File: src/rtl/mod_exp_ctrl_if.sv
// Signal bundle between the modular-exponentiation controller, its requester
// and the downstream serial modulus reducer.
interface mod_exp_ctrl_if #(parameter int WIDTH = 16);
  logic                 start_in;
  logic [WIDTH-1:0]     base_in;
  logic [WIDTH-1:0]     exp_in;
  logic [WIDTH-1:0]     modulus_in;
  logic [WIDTH-1:0]     result_out;
  logic                 busy_out;
  logic                 valid_out;
  logic                 err_out;
  logic                 red_start_out;
  logic [2*WIDTH-1:0]   red_value_out;
  logic [2*WIDTH-1:0]   red_modulus_out;
  logic                 red_busy_in;
  logic                 red_valid_in;
  logic [2*WIDTH-1:0]   red_value_in;

  // slave: the controller itself
  modport slave (
    input  start_in, base_in, exp_in, modulus_in,
    input  red_busy_in, red_valid_in, red_value_in,
    output result_out, busy_out, valid_out, err_out,
    output red_start_out, red_value_out, red_modulus_out
  );

  // master: requester plus reducer environment
  modport master (
    output start_in, base_in, exp_in, modulus_in,
    output red_busy_in, red_valid_in, red_value_in,
    input  result_out, busy_out, valid_out, err_out,
    input  red_start_out, red_value_out, red_modulus_out
  );
endinterface

File: src/rtl/mod_exp_ctrl.sv
// Right-to-left square-and-multiply controller for base^exp mod m; every
// 2*WIDTH-bit product is handed to an external serial reducer.
//
// state   | meaning
// --------+-----------------------------------------------------------
// IDLE    | waiting for start_in
// RBASE   | base reduction pending, issued once reducer is free
// RBASE_W | waiting for reduced base
// STEP    | choose next op (multiply, square or finish) for current e
// MUL_W   | acc*b pending/outstanding
// SQR_W   | b*b pending/outstanding
// DONE    | result presented (valid_out high); new start accepted here
module mod_exp_ctrl #(
  parameter int WIDTH = 16
) (
  input  logic          clk_in,
  input  logic          rst_n_in,
  mod_exp_ctrl_if.slave bus
);
  localparam int W2 = 2 * WIDTH;

  localparam logic [2:0] S_IDLE    = 3'd0;
  localparam logic [2:0] S_RBASE   = 3'd1;
  localparam logic [2:0] S_RBASE_W = 3'd2;
  localparam logic [2:0] S_STEP    = 3'd3;
  localparam logic [2:0] S_MUL_W   = 3'd4;
  localparam logic [2:0] S_SQR_W   = 3'd5;
  localparam logic [2:0] S_DONE    = 3'd6;

  logic [2:0]       state_q, state_d;
  logic [WIDTH-1:0] acc_q, acc_d;
  logic [WIDTH-1:0] b_q, b_d;
  logic [WIDTH-1:0] e_q, e_d;
  logic [WIDTH-1:0] m_q, m_d;
  logic [WIDTH-1:0] result_q, result_d;
  logic [W2-1:0]    red_value_q, red_value_d;
  logic             pend_q, pend_d;
  logic             mul_done_q, mul_done_d;
  logic             valid_q, valid_d;
  logic             busy_q, busy_d;
  logic             err_q, err_d;

  logic             issue;
  logic             red_ok;
  logic [WIDTH-1:0] red_lo;
  logic [WIDTH-1:0] e_shr;
  logic [W2-1:0]    acc_x, b_x;
  logic             unused_hi;

  // A request goes out only while the reducer is idle; otherwise it stays pending.
  assign issue     = pend_q & ~bus.red_busy_in;
  assign red_ok    = ~pend_q & bus.red_valid_in;
  assign red_lo    = bus.red_value_in[WIDTH-1:0];
  assign unused_hi = ^bus.red_value_in[W2-1:WIDTH];
  assign e_shr     = e_q >> 1;
  assign acc_x     = {{WIDTH{1'b0}}, acc_q};
  assign b_x       = {{WIDTH{1'b0}}, b_q};

  always_comb begin
    state_d     = state_q;
    acc_d       = acc_q;
    b_d         = b_q;
    e_d         = e_q;
    m_d         = m_q;
    result_d    = result_q;
    red_value_d = red_value_q;
    pend_d      = pend_q;
    mul_done_d  = mul_done_q;
    busy_d      = busy_q;
    err_d       = err_q;
    valid_d     = 1'b0;

    case (state_q)
      S_IDLE, S_DONE: begin
        state_d = S_IDLE;
        busy_d  = 1'b0;
        if (bus.start_in) begin
          b_d        = bus.base_in;
          e_d        = bus.exp_in;
          m_d        = bus.modulus_in;
          acc_d      = {{(WIDTH-1){1'b0}}, 1'b1};
          mul_done_d = 1'b0;
          busy_d     = 1'b1;
          // Degenerate moduli and zero exponent resolve without the reducer.
          if (bus.modulus_in == '0) begin
            result_d = '0;
            err_d    = 1'b1;
            valid_d  = 1'b1;
            state_d  = S_DONE;
          end else if (bus.modulus_in == {{(WIDTH-1){1'b0}}, 1'b1}) begin
            result_d = '0;
            err_d    = 1'b0;
            valid_d  = 1'b1;
            state_d  = S_DONE;
          end else if (bus.exp_in == '0) begin
            result_d = {{(WIDTH-1){1'b0}}, 1'b1};
            err_d    = 1'b0;
            valid_d  = 1'b1;
            state_d  = S_DONE;
          end else begin
            red_value_d = {{WIDTH{1'b0}}, bus.base_in};
            pend_d      = 1'b1;
            state_d     = S_RBASE;
          end
        end
      end

      S_RBASE: begin
        if (issue) begin
          pend_d  = 1'b0;
          state_d = S_RBASE_W;
        end
      end

      S_RBASE_W: begin
        if (issue) begin
          pend_d = 1'b0;
        end else if (red_ok) begin
          b_d     = red_lo;
          state_d = S_STEP;
        end
      end

      S_STEP: begin
        if (e_q[0] && !mul_done_q) begin
          red_value_d = acc_x * b_x;
          pend_d      = 1'b1;
          state_d     = S_MUL_W;
        end else if (e_shr != '0) begin
          red_value_d = b_x * b_x;
          pend_d      = 1'b1;
          state_d     = S_SQR_W;
        end else begin
          e_d      = e_shr;
          result_d = acc_q;
          err_d    = 1'b0;
          valid_d  = 1'b1;
          busy_d   = 1'b0;
          state_d  = S_DONE;
        end
      end

      S_MUL_W: begin
        if (issue) begin
          pend_d = 1'b0;
        end else if (red_ok) begin
          acc_d = red_lo;
          // Final multiply: publish directly so the result lands one cycle after the reducer.
          if (e_shr == '0) begin
            e_d      = '0;
            result_d = red_lo;
            err_d    = 1'b0;
            valid_d  = 1'b1;
            busy_d   = 1'b0;
            state_d  = S_DONE;
          end else begin
            mul_done_d = 1'b1;
            state_d    = S_STEP;
          end
        end
      end

      S_SQR_W: begin
        if (issue) begin
          pend_d = 1'b0;
        end else if (red_ok) begin
          b_d        = red_lo;
          e_d        = e_shr;
          mul_done_d = 1'b0;
          state_d    = S_STEP;
        end
      end

      default: begin
        state_d = S_IDLE;
        pend_d  = 1'b0;
        busy_d  = 1'b0;
      end
    endcase
  end

  always_ff @(posedge clk_in or negedge rst_n_in) begin
    if (!rst_n_in) begin
      state_q     <= S_IDLE;
      acc_q       <= '0;
      b_q         <= '0;
      e_q         <= '0;
      m_q         <= '0;
      result_q    <= '0;
      red_value_q <= '0;
      pend_q      <= 1'b0;
      mul_done_q  <= 1'b0;
      valid_q     <= 1'b0;
      busy_q      <= 1'b0;
      err_q       <= 1'b0;
    end else begin
      state_q     <= state_d;
      acc_q       <= acc_d;
      b_q         <= b_d;
      e_q         <= e_d;
      m_q         <= m_d;
      result_q    <= result_d;
      red_value_q <= red_value_d;
      pend_q      <= pend_d;
      mul_done_q  <= mul_done_d;
      valid_q     <= valid_d;
      busy_q      <= busy_d;
      err_q       <= err_d;
    end
  end

  assign bus.result_out      = result_q;
  assign bus.busy_out        = busy_q;
  assign bus.valid_out       = valid_q;
  assign bus.err_out         = err_q;
  assign bus.red_start_out   = issue;
  assign bus.red_value_out   = red_value_q;
  assign bus.red_modulus_out = {{WIDTH{1'b0}}, m_q};
endmodule

File: src/flat_wrapper.sv
// flat-port wrapper written by rule: the top's interface ports become plain ports
module mod_exp_ctrl_flat 
#(
  parameter int WIDTH = 16
)
  (clk_in, rst_n_in, bus_start_in, bus_base_in, bus_exp_in, bus_modulus_in, bus_red_busy_in, bus_red_valid_in, bus_red_value_in, bus_result_out, bus_busy_out, bus_valid_out, bus_err_out, bus_red_start_out, bus_red_value_out, bus_red_modulus_out);
  mod_exp_ctrl_if #(.WIDTH(WIDTH)) bus_i ();
  input  logic clk_in;
  input  logic rst_n_in;
  input wire logic [$bits(bus_i.start_in)-1:0] bus_start_in;
  input wire logic [$bits(bus_i.base_in)-1:0] bus_base_in;
  input wire logic [$bits(bus_i.exp_in)-1:0] bus_exp_in;
  input wire logic [$bits(bus_i.modulus_in)-1:0] bus_modulus_in;
  input wire logic [$bits(bus_i.red_busy_in)-1:0] bus_red_busy_in;
  input wire logic [$bits(bus_i.red_valid_in)-1:0] bus_red_valid_in;
  input wire logic [$bits(bus_i.red_value_in)-1:0] bus_red_value_in;
  output wire logic [$bits(bus_i.result_out)-1:0] bus_result_out;
  output wire logic [$bits(bus_i.busy_out)-1:0] bus_busy_out;
  output wire logic [$bits(bus_i.valid_out)-1:0] bus_valid_out;
  output wire logic [$bits(bus_i.err_out)-1:0] bus_err_out;
  output wire logic [$bits(bus_i.red_start_out)-1:0] bus_red_start_out;
  output wire logic [$bits(bus_i.red_value_out)-1:0] bus_red_value_out;
  output wire logic [$bits(bus_i.red_modulus_out)-1:0] bus_red_modulus_out;
  assign bus_i.start_in = bus_start_in;
  assign bus_i.base_in = bus_base_in;
  assign bus_i.exp_in = bus_exp_in;
  assign bus_i.modulus_in = bus_modulus_in;
  assign bus_i.red_busy_in = bus_red_busy_in;
  assign bus_i.red_valid_in = bus_red_valid_in;
  assign bus_i.red_value_in = bus_red_value_in;
  assign bus_result_out = bus_i.result_out;
  assign bus_busy_out = bus_i.busy_out;
  assign bus_valid_out = bus_i.valid_out;
  assign bus_err_out = bus_i.err_out;
  assign bus_red_start_out = bus_i.red_start_out;
  assign bus_red_value_out = bus_i.red_value_out;
  assign bus_red_modulus_out = bus_i.red_modulus_out;
  mod_exp_ctrl #(.WIDTH(WIDTH)) u_core (.clk_in(clk_in), .rst_n_in(rst_n_in), .bus(bus_i));
endmodule
File: config.mk
export PLATFORM = sky130hd
export DESIGN_NAME = mod_exp_ctrl_flat
export DESIGN_NICKNAME = d
export VERILOG_FILES = /design/src/rtl/mod_exp_ctrl_if.sv /design/src/rtl/mod_exp_ctrl.sv /design/src/flat_wrapper.sv
export SDC_FILE = /design/constraint.sdc
export NUM_CORES = 1
export LEC_CHECK = 0
export ABC_AREA = 1
export CAP_MARGIN = 10
export CORE_MARGIN = 2
export CORE_UTILIZATION = 45
export DETAILED_ROUTE_END_ITERATION = 10
export PLACE_DENSITY_LB_ADDON = 0.05
export SLEW_MARGIN = 20
export SYNTH_ARGS = -nofsm -noshare
export SYNTH_HDL_FRONTEND = slang
export SYNTH_SLANG_ARGS = --single-unit
File: constraint.sdc
create_clock -name clk_in -period 5.83 [get_ports clk_in]
set_clock_uncertainty 0.05 [all_clocks]
set_input_delay 1.4575 -clock clk_in [delete_from_list [all_inputs] [get_ports clk_in]]
set_output_delay 1.4575 -clock clk_in [all_outputs]
set_load 0.01 [all_outputs]
==> results of run 1 <==
[layout by cell type (no fill, tap or decap), drive strengths merged, types with 2 or more instances in the layout]
| cell type | count |
|---|---|
| a31oi | 11 |
| clkinv | 7 |
| nand3b | 3 |
| o221ai | 2 |
| nand4 | 16 |
| or2 | 4 |
| nor2 | 135 |
| o21bai | 9 |
| fa | 356 |
| a21oi | 66 |
| ha | 207 |
| bufinv | 2 |
| xor2 | 13 |
| nor3 | 12 |
| clkinvlp | 4 |
| a21o | 4 |
| xnor2 | 8 |
| nor4 | 3 |
| o22ai | 18 |
| inv | 907 |
| clkdlybuf4s50 | 135 |
| nand3 | 173 |
| conb | 16 |
| o211ai | 18 |
| buf | 167 |
| o21ai | 88 |
| nand2 | 937 |
| dfrtp | 120 |
| clkbuf | 20 |
[metal layers]
| layer | vias to the layer above | share of wire |
|---|---|---|
| met1 | 9986 | 0.43 |
| met3 | 99 | 0.047 |
| met2 | 445 | 0.49 |
| li1 | 9869 | - |
| met4 | 0 | 0.030 |
| met5 | - | 0 |
[kinds of logic after synthesis]
logic type / after synthesis / share of synthesized area
XOR/XNOR: 21 / 0.007870
adder cells (fa/ha/maj): 563 / 0.4158
AO/OA/AOI/OAI: 220 / 0.05348
other: 1 / 0.0001605
AND/OR/NAND/NOR: 1284 / 0.2219
flip-flops: 120 / 0.1285
buffers and inverters: 1044 / 0.1724
[flip-flops by register name, indices dropped and copies added, names as in the netlist]
name	flops
u_core.m_q	16
u_core.pend_q	1
u_core.state_q	3
u_core.b_q	16
u_core.bus.valid_out	1
u_core.bus.result_out	16
u_core.acc_q	16
u_core.bus.red_value_out	32
u_core.bus.err_out	1
u_core.mul_done_q	1
u_core.bus.busy_out	1
u_core.e_q	16
[how the worst max path moves through the flow]
stage	startpoint	end	slack (ns)
5_1_grt	u_core.b_q[2]	u_core.bus.red_value_out[29]	-0.03
4_1_cts	u_core.b_q[10]	u_core.bus.red_value_out[29]	0.002
2_1_floorplan	u_core.b_q[10]	u_core.bus.red_value_out[15]	0.29
6_report	u_core.b_q[4]	u_core.bus.red_value_out[21]	0.19
3_3_place_gp	u_core.acc_q[8]	u_core.bus.red_value_out[24]	-0.17
3_5_place_dp	u_core.acc_q[8]	u_core.bus.red_value_out[24]	-0.18
[worst max-delay path, delay by kind of cell, from the launching register on]
kind                       cells  cell delay (ns)
and+or+nand+nor               10             1.24
DFF                            1             0.41
adders and majority gates      7             3.39
buffers and inverters          6             0.43
[layout make-up]
cell class	count	area, sq um
diodes	1	2.502
clock buffers	18	439.2
clock inverters	14	151.4
fillers	5026	23600
inverters	906	3401
multi-input cells	2104	16940
flip-flops and latches	120	3022
well taps	680	850.8
repair buffers	304	2899
[per-stage QoR]
stage | instance area (sq um) | instances
after floorplan | 23430 | 3268
after CTS | 27030 | 4134
after global placement | 26400 | 4102
final | 27700 | 4147
after detailed placement | 26400 | 4102
after global routing | 27700 | 4146
[repair_timing]
item                       in CTS  in global routing
resized for setup              14                140
pin swaps                       0                 23
hold buffers                    0                  0
buffers inserted                0                 11
setup endpoints to repair      15                 21
cloned                          0                  1
==> flow_summary.toml, run 1 <==
[run_status]
status = "finished clean"

[timing]
min_period_ns = 5.636
finalSetupTns_ns = 0
postLayoutSetupSlackWorst_ns = 0.1941
finalCritPeriodShare = 0.9667
setup-violations-final = 0
slew_headroom = 0.4171
final_hold_viol_count = 0
final.hold.worst_slack_ns = 0.4241
maxClockFrequency_mhz = 177.4
drv_slew = 0
unrepaired_setup_endpoints_after_global_routing = "true"
tightestPinTransition_ns = 0.8712

[global_routing]
grt_ovf = 0
antenna_found_initial = 1
grt_use_met1 = 0.3506
track_usage = 0.2662
gr-usage-met3 = 0.03463
grt_max_degree = 47
via_count_of_the_first_global_routing_pass = 21630
grt_use_met2 = 0.4543
global_route.peak_usage_layer = "met2"
first_pass_grt_wire_length_mm = 112.2

[min_path]
hold_path_origin = "u_core.m_q[14]"
hold-path-cell-count = 2
min_to = "u_core.m_q[14]"
worst_hold_path_type = "reg -> reg"

[flow_run]
max_cap_viol_count = 0

[critical_path]
crit_required_ns = 6.11
reg_to_reg_slack_setup_ns = 0.19
crit_path_cell_trace = "buf_12, nand2_1, inv_1, fa_1, inv_1, fa_1, fa_1, fa_1, inv_1, fa_1, inv_1, fa_1, inv_1, ha_2, nand2_2, nor2_2, nand3_1, nand3_2, nand3_1, nand3_1, nand3_1, nand3_2, nand2_1"
crit_arrival_ns = 5.92
path_common_cell = "sky130_fd_sc_hd__fa_1"
reg2reg_from = "u_core.b_q[4]"
timing.critical_path.from_type = "register"
highest_net_fanout_along_the_worst_path = 12
rr_endpoint = "u_core.bus.red_value_out[21]"
timing.critical_path.to_type = "register"
critical_path.max_stage_delay_ns = 0.55
reg2reg_depth = 23
critical-path-slowest-cell = "sky130_fd_sc_hd__fa_1"
setup.worst_path.class = "reg -> reg"

[clocking]
cts-root-buf = "sky130_fd_sc_hd__clkbuf_16"
clock_tree_from_tritoncts = "built"
clk_pin_slew_worst_paths_ns = 0.06
htree_num_levels = 4
cts-root-to-sink-buffers = 2
clock_sinks = 120
number_of_cts_inserted_buffers = 17
worstSkewPairLatency_ns = 0.45

[yosys]
dominant_cells_by_area_after_synthesis = "sky130_fd_sc_hd__fa_1 30%, sky130_fd_sc_hd__nand2_1 15%, sky130_fd_sc_hd__inv_1 14%"
synth.cell_area_sq_um = 23370
yosysSeqAreaShare = 0.1285
synth_cell_type_count = 43
synth_most_common_cell = "sky130_fd_sc_hd__nand2_1"
postSynthCellCount = 3253
synth_area_leader_cell = "sky130_fd_sc_hd__fa_1"
post_synth_edffs = 0
synthDominantCellAreaShare = 0.3049
synth.yosys.warnings = 0
postSynthAreaPerCell_sq_um = 7.184
ys_async_sr_fraction = 1.000
ys_top_cells_by_count = "933 x sky130_fd_sc_hd__nand2_1, 897 x sky130_fd_sc_hd__inv_1, 356 x sky130_fd_sc_hd__fa_1"
synth_top_flop_cell = "sky130_fd_sc_hd__dfrtp_1"
yosys_register_bits = 120

[die]
die_h_um = 231.9
fp.dieArea_sq_um = 53780
die_w_um = 231.9
coreArea_sq_um = 51300
ioPinCount = 169
initial_core_util = 0.4556
placementRows = 83

[place]
pre_cts_slack_ns = -0.1806
place_hpwl_mm = 57.85
placement.io_buffers = 136
gp_congestion = 0.9307

[route]
vias_per_cell = 4.919
routed-via-count = 20400
drt.antenna.violating_nets = 0
drt-wirelength-per-cell_um = 16.54
drt_first_iter_violations = 1075
drtPass1Iterations = 5
remaining_drc_errors = 0
drt-total-wl_mm = 68.60

[final_layout]
layout.core_utilization = 0.5400
nets_final = 4101
area_growth_syn_to_layout_pct = 18.53
drive_above_1_share = 0.1013
Power of run 1 is left out: the tool's default activity adds up to more than one toggle a clock period on the data nets, which glitch-free logic cannot reach.
==> inputs of run 2 (changes only) <==
--- a/config.mk
+++ b/config.mk
@@ -7,6 +7,7 @@
 export LEC_CHECK = 0
 export ABC_AREA = 1
 export CAP_MARGIN = 10
+export CORE_ASPECT_RATIO = 2
 export CORE_MARGIN = 2
 export CORE_UTILIZATION = 45
 export DETAILED_ROUTE_END_ITERATION = 10
==> run 2 against run 1 <==
Against the previous run:
- utilization increased by 1.5 points
- highest routed layer unchanged
- worst setup slack got worse by 0.045 ns
- first-iteration DRC count decreased by 14%
- critical path type unchanged
==> flow_summary.toml, run 2 (same netlist as run 1, synthesis figures left out) <==
[run_status]
status = "finished clean"

[timing]
maxClockFrequency_mhz = 176.0
tightestPinTransition_ns = 0.8896
finalCritPeriodShare = 0.9744
final_hold_viol_count = 0
unrepaired_setup_endpoints_after_global_routing = "true"
slew_headroom = 0.4047
setup-violations-final = 0
drv_slew = 0
min_period_ns = 5.681

[clocking]
worstSkewPairLatency_ns = 0.45
htree_num_levels = 4
cts-root-to-sink-buffers = 2
post_cts_hold_buffers = 0
clock_sinks = 120
cts-root-buf = "sky130_fd_sc_hd__clkbuf_16"
number_of_cts_inserted_buffers = 17
clk_pin_slew_worst_paths_ns = 0.06
clock_tree_from_tritoncts = "built"

[place]
place_hpwl_mm = 67.80
placement.io_buffers = 136
gp_congestion = 0.9918
placedInstanceArea_sq_um = 26980

[route]
drt_first_iter_violations = 924
drt.antenna.violating_nets = 0
drt-total-wl_mm = 79.03
drt-wirelength-per-cell_um = 18.82
vias_per_cell = 5.025
remaining_drc_errors = 0
drtPass1Iterations = 8
routed-via-count = 21100

[final_layout]
largest_reg_flops = 32
ant_cells = 0
nets_final = 4175
area_growth_syn_to_layout_pct = 22.46
drive_above_1_share = 0.1376
commonest_non_fill_non_tap_cell_in_the_layout = "sky130_fd_sc_hd__inv_1"
layout.cells.most_common_list = "890 x sky130_fd_sc_hd__inv_1, 882 x sky130_fd_sc_hd__nand2_1, 347 x sky130_fd_sc_hd__fa_1"
stdcell_area_sq_um = 28620

[flow_run]
max_cap_viol_count = 0

[die]
ioPinCount = 169
die_h_um = 326.3
fp.dieArea_sq_um = 53890
initial_core_util = 0.4536
die_w_um = 165.1
placementRows = 118
coreArea_sq_um = 51530

[global_routing]
antenna_found_initial = 0
via_count_of_the_first_global_routing_pass = 22980
first_pass_grt_wire_length_mm = 124.0
grt_max_degree = 121
grt_ovf = 0
track_usage = 0.3075

[critical_path]
setup.worst_path.class = "reg -> reg"
timing.critical_path.from_type = "register"
timing.critical_path.to_type = "register"
reg2reg_from = "u_core.b_q[8]"
rr_endpoint = "u_core.bus.red_value_out[20]"
reg2reg_depth = 26
crit_arrival_ns = 5.97
crit_required_ns = 6.12
highest_net_fanout_along_the_worst_path = 4
reg_to_reg_slack_setup_ns = 0.15

[min_path]
hold-path-cell-count = 2
min_to = "u_core.e_q[0]"
worst_hold_path_type = "reg -> reg"
hold_path_origin = "u_core.e_q[0]"
[run 2: cell types whose count changed in the layout (fill, tap and decap cells not counted), moves of 9 or more]
cell,before,now
sky130_fd_sc_hd__ha_4,11,20
sky130_fd_sc_hd__nand2_2,22,47
sky130_fd_sc_hd__nand2_1,912,882
sky130_fd_sc_hd__buf_4,139,209
[run 2: worst max-delay path by stage]
stage	depth (start not counted)	from	to	slack (ns)
CTS	26	u_core.b_q[4]	u_core.bus.red_value_out[16]	0.002
global route	27	u_core.b_q[9]	u_core.bus.red_value_out[20]	-0.1
global placement	25	u_core.b_q[2]	u_core.bus.red_value_out[12]	-0.17
finish	26	u_core.b_q[8]	u_core.bus.red_value_out[20]	0.15
detailed placement	21	u_core.acc_q[11]	u_core.bus.red_value_out[22]	-0.16
floorplan	22	u_core.b_q[10]	u_core.bus.red_value_out[15]	0.29
[run 2: layer usage]
layer,up-vias,global-route usage,part of all wire
met5,-,0,0
li1,10010,-,-
met4,0,0.1991,0.077
met3,230,0.03250,0.031
met2,556,0.5867,0.55
met1,10300,0.3065,0.34
[run 2: critical path, cell delays in order (launching register included)]
cell and delay (ns):
sky130_fd_sc_hd__dfrtp_2 0.46, sky130_fd_sc_hd__buf_6 0.15, sky130_fd_sc_hd__nand2_1 0.08, sky130_fd_sc_hd__inv_1 0.06
sky130_fd_sc_hd__fa_1 0.53, sky130_fd_sc_hd__inv_1 0.06, sky130_fd_sc_hd__fa_1 0.54, sky130_fd_sc_hd__inv_1 0.06
sky130_fd_sc_hd__fa_1 0.50, sky130_fd_sc_hd__inv_1 0.06, sky130_fd_sc_hd__fa_1 0.54, sky130_fd_sc_hd__inv_1 0.05
sky130_fd_sc_hd__fa_1 0.48, sky130_fd_sc_hd__inv_1 0.06, sky130_fd_sc_hd__fa_1 0.48, sky130_fd_sc_hd__inv_1 0.06
sky130_fd_sc_hd__ha_4 0.31, sky130_fd_sc_hd__nand2_4 0.08, sky130_fd_sc_hd__nor2_4 0.17, sky130_fd_sc_hd__nand3_2 0.11
sky130_fd_sc_hd__nand3_4 0.14, sky130_fd_sc_hd__buf_4 0.12, sky130_fd_sc_hd__nand3_1 0.07, sky130_fd_sc_hd__nand3_1 0.08
sky130_fd_sc_hd__nand3_1 0.09, sky130_fd_sc_hd__nand3_2 0.11, sky130_fd_sc_hd__nand2_1 0.06
[run 2: area by class of cell]
cell class	instances	area [sq um]
Sequential cell	120	3018
Clock inverter	9	115.1
Inverter	906	3401
Timing Repair Buffer	378	3522
Multi-Input combinational cell	2104	17260
Clock buffer	22	484.2
Tap cell	660	825.8
Fill cell	5060	22910
[run 2: repair_timing]
item	4_1_cts	5_1_grt
setup buffers	1	6
gates resized for setup	37	191
setup endpoints to repair	20	23
pin swaps	4	45
cloned	0	2
[run 2: stage by stage]
| stage | TNS (ns) | std cells | hold slack, ns | utilization | worst slack [ns] |
|---|---|---|---|---|---|
| floorplan | 0 | 3268 | 0.3919 | - | 0.2929 |
| global route | -0.6220 | 4199 | 0.4474 | 0.5555 | -0.09996 |
| detailed placement | -1.462 | 4159 | 0.4095 | 0.5236 | -0.1629 |
| CTS | 0 | 4191 | 0.4247 | 0.5382 | 0.002455 |
| finish | 0 | 4199 | 0.4213 | 0.5555 | 0.1494 |
| global placement | -1.230 | 4159 | 0.4076 | 0.5236 | -0.1701 |
Power of run 2 is left out for the same reason.
